<file path="src/rtl/vector_pkg.sv">
// Shared types, default widths and display-list word decoding for the vector display engine.
package vector_pkg;

  localparam int ADDRESSWIDTH = 8;
  localparam int DATAWIDTH    = 18;
  localparam int OUT_WIDTH    = 8;

  typedef enum logic [1:0] {
    CMD_MOVE = 2'b00,
    CMD_DRAW = 2'b01,
    CMD_END  = 2'b10
  } cmd_t;

  typedef enum logic [2:0] {
    IDLE,
    FETCH,
    LINE,
    CEASE,
    DONE
  } state_t;

  // The reserved code 2'b11 is folded into END so a corrupt word still stops the frame.
  function automatic cmd_t decode_cmd(input logic [1:0] cmd_bits);
    case (cmd_bits)
      2'b00:   return CMD_MOVE;
      2'b01:   return CMD_DRAW;
      default: return CMD_END;
    endcase
  endfunction

endpackage

</file>
<file path="src/rtl/vector_display_line_draw.sv">
// Bresenham line stepper: one point per clock from (x0,y0) to (x1,y1), any octant.
module line_draw #(
  parameter int OUT_WIDTH = vector_pkg::OUT_WIDTH
) (
  input  logic                 clk,
  input  logic                 rst,
  input  logic                 start,
  input  logic [OUT_WIDTH-1:0] x0,
  input  logic [OUT_WIDTH-1:0] y0,
  input  logic [OUT_WIDTH-1:0] x1,
  input  logic [OUT_WIDTH-1:0] y1,
  output logic [OUT_WIDTH-1:0] x,
  output logic [OUT_WIDTH-1:0] y,
  output logic                 busy,
  output logic                 done
);

  localparam int EW = OUT_WIDTH + 2;

  logic [OUT_WIDTH-1:0] xt, yt;
  logic                 sx_neg, sy_neg;
  logic signed [EW-1:0] err, dx, dy;

  logic [OUT_WIDTH-1:0] adx, ady;
  logic signed [EW-1:0] dx_init, dy_init, err_init, err_next;
  logic signed [EW:0]   e2, dx_w, dy_w;
  logic                 step_x, step_y;

  assign adx      = (x1 >= x0) ? (x1 - x0) : (x0 - x1);
  assign ady      = (y1 >= y0) ? (y1 - y0) : (y0 - y1);
  assign dx_init  = $signed({2'b00, adx});
  assign dy_init  = -$signed({2'b00, ady});
  assign err_init = dx_init + dy_init;

  // Doubled error needs one extra bit; strict compares break ties toward the major axis.
  assign e2     = {err, 1'b0};
  assign dx_w   = {dx[EW-1], dx};
  assign dy_w   = {dy[EW-1], dy};
  assign step_x = (e2 > dy_w) && (x != xt);
  assign step_y = (e2 < dx_w) && (y != yt);
  assign err_next = err + (step_x ? dy : '0) + (step_y ? dx : '0);

  always_ff @(posedge clk) begin
    // NOTE: every register here uses <= so all state updates from the same edge's old values.
    if (rst) begin
      x      <= '0;
      y      <= '0;
      xt     <= '0;
      yt     <= '0;
      sx_neg <= 1'b0;
      sy_neg <= 1'b0;
      dx     <= '0;
      dy     <= '0;
      err    <= '0;
      busy   <= 1'b0;
      done   <= 1'b0;
    end else begin
      done <= 1'b0;
      if (start) begin
        x      <= x0;
        y      <= y0;
        xt     <= x1;
        yt     <= y1;
        sx_neg <= (x1 < x0);
        sy_neg <= (y1 < y0);
        dx     <= dx_init;
        dy     <= dy_init;
        err    <= err_init;
        busy   <= 1'b1;
      end else if (busy) begin
        if (x == xt && y == yt) begin
          busy <= 1'b0;
          done <= 1'b1;
        end else begin
          if (step_x) x <= sx_neg ? (x - OUT_WIDTH'(1)) : (x + OUT_WIDTH'(1));
          if (step_y) y <= sy_neg ? (y - OUT_WIDTH'(1)) : (y + OUT_WIDTH'(1));
          err <= err_next;
        end
      end
    end
  end

endmodule

</file>
<file path="src/rtl/vector_display_top.sv">
// Vector display engine: walks a display list in ROM and drives X/Y DAC codes.
// Defining VECTOR_BLANK_EN adds a registered beam-blank output.
module vector_display_top #(
  parameter int ADDRESSWIDTH = vector_pkg::ADDRESSWIDTH,
  parameter int DATAWIDTH    = vector_pkg::DATAWIDTH,
  parameter int OUT_WIDTH    = vector_pkg::OUT_WIDTH,
  parameter int CEASE_CYCLES = 64
) (
  input  logic                    clk,
  input  logic                    rst,
  input  logic [DATAWIDTH-1:0]    data_in,
  output logic [ADDRESSWIDTH-1:0] addr,
  input  logic                    go_master,
  output logic                    halt,
  output logic [OUT_WIDTH-1:0]    x_ch,
  output logic [OUT_WIDTH-1:0]    y_ch
`ifdef VECTOR_BLANK_EN
  ,
  output logic                    blank
`endif
);

  import vector_pkg::*;

  localparam int CW = (CEASE_CYCLES > 1) ? $clog2(CEASE_CYCLES) : 1;
  localparam logic [CW-1:0]           DWELL_LAST = CW'(CEASE_CYCLES - 1);
  localparam logic [ADDRESSWIDTH-1:0] ADDR_LAST  = '1;

  state_t               state, state_next;
  cmd_t                 cmd;
  logic [OUT_WIDTH-1:0] word_x, word_y;
  logic [CW-1:0]        dwell_cnt;
  logic                 dwell_done;

  logic                 ld_start, ld_busy, ld_done;
  logic [OUT_WIDTH-1:0] ld_x, ld_y;

  assign cmd        = decode_cmd(data_in[DATAWIDTH-1 -: 2]);
  assign word_x     = data_in[2*OUT_WIDTH-1:OUT_WIDTH];
  assign word_y     = data_in[OUT_WIDTH-1:0];
  assign dwell_done = (dwell_cnt == DWELL_LAST);

  generate
    if (DATAWIDTH > 2*OUT_WIDTH + 2) begin : g_pad
      logic unused_pad;
      assign unused_pad = ^data_in[DATAWIDTH-3:2*OUT_WIDTH];
    end
  endgenerate

  line_draw #(.OUT_WIDTH(OUT_WIDTH)) u_line_draw (
    .clk   (clk),
    .rst   (rst),
    .start (ld_start),
    .x0    (x_ch),
    .y0    (y_ch),
    .x1    (word_x),
    .y1    (word_y),
    .x     (ld_x),
    .y     (ld_y),
    .busy  (ld_busy),
    .done  (ld_done)
  );

  always_comb begin
    // NOTE: defaults first so every path assigns every output and no latch is inferred.
    state_next = state;
    ld_start   = 1'b0;
    unique case (state)
      IDLE:  if (go_master) state_next = FETCH;
      FETCH: begin
        unique case (cmd)
          CMD_MOVE: state_next = CEASE;
          CMD_DRAW: begin
            ld_start   = 1'b1;
            state_next = LINE;
          end
          default:  state_next = DONE;
        endcase
      end
      LINE:  if (ld_done) state_next = CEASE;
      // The last ROM word ends the frame even without an END command.
      CEASE: if (dwell_done) state_next = (addr == ADDR_LAST) ? DONE : FETCH;
      DONE:  state_next = IDLE;
      default: state_next = IDLE;
    endcase
  end

  always_ff @(posedge clk) begin
    if (rst) begin
      state     <= IDLE;
      addr      <= '0;
      x_ch      <= '0;
      y_ch      <= '0;
      halt      <= 1'b0;
      dwell_cnt <= '0;
    end else begin
      state <= state_next;
      halt  <= (state_next == DONE);
      unique case (state)
        FETCH: begin
          dwell_cnt <= '0;
          if (cmd == CMD_MOVE) begin
            x_ch <= word_x;
            y_ch <= word_y;
          end
        end
        LINE: begin
          dwell_cnt <= '0;
          if (ld_busy) begin
            x_ch <= ld_x;
            y_ch <= ld_y;
          end
        end
        CEASE: begin
          if (!dwell_done)                 dwell_cnt <= dwell_cnt + CW'(1);
          else if (state_next == FETCH)    addr      <= addr + ADDRESSWIDTH'(1);
        end
        DONE:    addr <= '0;
        default: ;
      endcase
    end
  end

`ifdef VECTOR_BLANK_EN
  logic blank_next;

  // The beam stays dark while repositioning after a MOVE and lit while tracing a DRAW.
  always_comb begin
    blank_next = 1'b1;
    unique case (state_next)
      LINE:    blank_next = 1'b0;
      CEASE:   blank_next = (state == FETCH) ? 1'b1 : (state == LINE) ? 1'b0 : blank;
      default: blank_next = 1'b1;
    endcase
  end

  always_ff @(posedge clk) begin
    if (rst) blank <= 1'b1;
    else     blank <= blank_next;
  end
`endif

endmodule

</file>
<file path="config.mk">
export PLATFORM = sky130hd
export DESIGN_NAME = vector_display_top
export DESIGN_NICKNAME = d
export VERILOG_FILES = /design/src/rtl/vector_pkg.sv /design/src/rtl/vector_display_line_draw.sv /design/src/rtl/vector_display_top.sv
export SDC_FILE = /design/constraint.sdc
export NUM_CORES = 1
export LEC_CHECK = 0
export BUFFER_PORTS_ARGS = -buffer_cell sky130_fd_sc_hd__buf_2
export CORE_MARGIN = 8
export CORE_UTILIZATION = 62
export DETAILED_ROUTE_END_ITERATION = 10
export PLACE_DENSITY = 0.83
export SYNTH_ARGS = -nofsm -noshare
export SYNTH_HDL_FRONTEND = slang
export SYNTH_SLANG_ARGS = --single-unit
export TNS_END_PERCENT = 50
</file>
<file path="constraint.sdc">
create_clock -name clk -period 4.85 [get_ports clk]
set_clock_uncertainty 0.05 [all_clocks]
set_input_delay 0.2425 -clock clk [delete_from_list [all_inputs] [get_ports clk]]
set_output_delay 0.2425 -clock clk [all_outputs]
set_load 0.05 [all_outputs]
</file>
==> impl_metrics.yaml <==
status:
  status: "complete, no violations"
worst_setup_path:
  arrival_ns: 4.75
  regToRegSetupSlack_ns: 0.31
  worst_setup_path_start_kind: "flop"
  setup.worst_path.class: "flop to flop"
  cp-end-kind: "flop"
  worstPathRequired_ns: 5.05
  reg2reg_depth: 22
  r2r_end: "u_line_draw.err[9]"
  worstReg2RegStart: "u_line_draw.dy[8]"
  crit_fanout: 5
routing:
  wire_per_inst_um: 16.0
  vias: 6741
  wirelength_um: 18600
  drt_first_iter_violations: 463
  drc: 0
  dr.pass1.iters: 5
  ant_nets: 0
  avgViaCountPerCell: 5.79
floorplan:
  core_area_mm2: 0.0121
  fp.dieH_um: 127
  ioPinCount: 46
  die_w_um: 127
  rows: 40
  initial_core_util_pct: 63.7
  dieArea_mm2: 0.0162
clock_tree:
  htreeDepth: 3
  cts_tree: "built"
  cts_buffer_depth: 2
  clk_pin_slew_ns: 0.07
  cts_sinks: 98
  cts_root_buf: "clkbuf_16"
  clock_latency_ns: 0.36
  numCtsBuffers: 9
synthesis:
  yosysSeqAreaShare_pct: 25.5
  synth_edf_count: 0
  ys.flop_type: "dfxtp_1"
  synth_top_area_share_pct: 25.5
  yosysTopAreaCell: "dfxtp_1"
  synth_warnings: 0
  yosysMostFrequentCell: "nand2_1"
  synth_area_per_cell_um2: 7.98
  synth.net_count: 1079
  ys_ff_latch: 98
  netlist_area_mm2: 0.00768
  synthTopCellsByCount: "100 x nand2_1, 99 x inv_1, 98 x dfxtp_1, 98 x nor2_1, 88 x a21oi_1"
  async_flop_share_pct: 0
  synth_area_leaders: "dfxtp_1 26%, ha_1 13%, xnor2_1 5.8%"
  syn_inst: 963
  synth_cell_types: 72
cells_and_area:
  antenna_cells: 0
  utilization_pct: 69.4
  areaGrowthSynthToFinish_pct: 8.93
  top_regs: "u_line_draw.dy (10), u_line_draw.err (10)"
  fin_nets: 1107
  drive_above_1_share_pct: 10.8
hold_path:
  hold_path.startpoint: "data_in[13]"
  hold-path-endpoint: "u_line_draw.xt[5]"
  hp-class: "input pin to flop"
  hold_depth: 3
run:
  drv_cap: 0
power:
  p_per_area_mw_per_mm2: 290
  total_leakage_power_nw: 3.48
  vdd_drop_max_uv: 257
  design_power_total_mw: 2.43
timing:
  relSlewSlack_pct: 25.8
  rsz0062_at_grt: "false"
  period_share_pct: 93.6
  fin_crit_ns: 4.54
  setup_viol: 0
  worst_slack_ns: 0.308
  drv_slew: 0
  tightest_slew_ns: 1.11
  hold_ws_ns: 0.0924
  hold_viol_final: 0
  fmax_mhz: 220
  setup_tns_ns: 0
global_route:
  first_global_vias: 6404
  antenna_found_initial: 0
  grt-ovfl-total: 0
  grt_max_degree: 54
  grt_first_pass_wirelength_um: 30800
  grt_usage_pct: 23.0
placement:
  io_buffers: 45
  place_ws_ns: 0.196
  post-dp-hpwl_um: 13700
  gp_congestion: 0.923
[through the flow]
stage          cell area, um2  instances
6_report                 8370       1164
5_1_grt                  8370       1164
4_1_cts                  8310       1160
3_5_place_dp             8020       1144
3_3_place_gp             8020       1144
2_1_floorplan            7680        963
[where the power goes]
part | switching, mW | internal (mW)
combinational | 0.509 | 0.332
clock | 0.351 | 0.359
sequential | 0.0399 | 0.836
total | 0.900 | 1.53
[worst max-delay path: stages (launching register included)]
cell and delay, ns:
dfxtp_1 0.37, inv_1 0.06, ha_1 0.31, a21o_1 0.18, a21o_1 0.18, a21oi_2 0.19
and4_1 0.24, o21a_1 0.20, nand2_1 0.09, fa_1 0.43, inv_1 0.07, ha_1 0.16
inv_1 0.06, fa_2 0.35, nor2b_2 0.15, o21ai_1 0.10, a21oi_1 0.21, nor4_1 0.08
nor3_1 0.27, nand3_1 0.14, a21oi_2 0.15, xnor2_1 0.10, a2111oi_2 0.30
[cells in the final DEF, fill, tap and decap left out, types with 5 or more instances in the layout]
cell	count
nor2_1	97
a211oi_1	53
nand4_1	15
fa_1	15
clkbuf_16	9
inv_1	99
buf_2	45
or3_1	5
mux2i_1	23
xor2_1	16
o21a_1	7
nor4_1	5
o21ai_1	8
nor2b_1	6
and2_1	6
ha_1	78
buf_4	12
nor3_1	12
nand2b_1	5
o21ai_0	24
o21bai_1	6
a21o_1	16
nand2_1	99
xnor2_1	51
a31oi_1	5
nand3_1	10
a21oi_1	86
dfxtp_1	98
[final cells by class]
cell class	count	area, um2
Multi-Input combinational cell	726	5220
Fill cell	985	3690
Sequential cell	98	1960
Inverter	99	372
Timing Repair Buffer	57	315
Clock buffer	9	225
Tap cell	168	210
Clock inverter	7	61.3
[metal layers]
metal	share of wire [%]	up-vias	GRT usage, %
li1	-	3397	-
met1	48	3133	31.4
met2	45	188	36.7
met3	5.8	23	3.87
met4	1.6	0	6.44
met5	0	-	0
[repair_timing]
| item | 4_1_cts | 5_1_grt |
|---|---|---|
| buffers inserted | 0 | 4 |
| hold buffers | 0 | 0 |
| endpoints found under the hold margin | 0 | 0 |
| setup endpoints to repair | 0 | 1 |
| gates resized for setup | 0 | 9 |
[kinds of logic (layout without fill, tap and decap cells)]
group                      count (synthesis)  in the layout  share of synthesized area, %
DFF                                       98             98                          25.5
muxes                                     29             29                          3.92
and+or+nand+nor                          288            288                          17.4
buffers and inverters                    139            172                          7.02
AOI/OAI and AO/OA                        247            247                          21.4
adders and majority gates                 95             95                          17.0
xor gates and xnor gates                  67             67                          7.64
[worst max path at each step]
stage,depth (start not counted),from,slack (ns),to
2_1_floorplan,24,u_line_draw.dx[1],0.41,u_line_draw.err[9]
3_3_place_gp,22,u_line_draw.dy[9],0.41,u_line_draw.err[9]
3_5_place_dp,22,u_line_draw.dy[9],0.20,u_line_draw.err[9]
4_1_cts,22,u_line_draw.dy[9],0.16,u_line_draw.err[9]
5_1_grt,24,u_line_draw.dx[1],0.02,u_line_draw.err[9]
6_report,22,u_line_draw.dy[8],0.31,u_line_draw.err[9]
No activity file was read; power rests on OpenSTA's default activity.
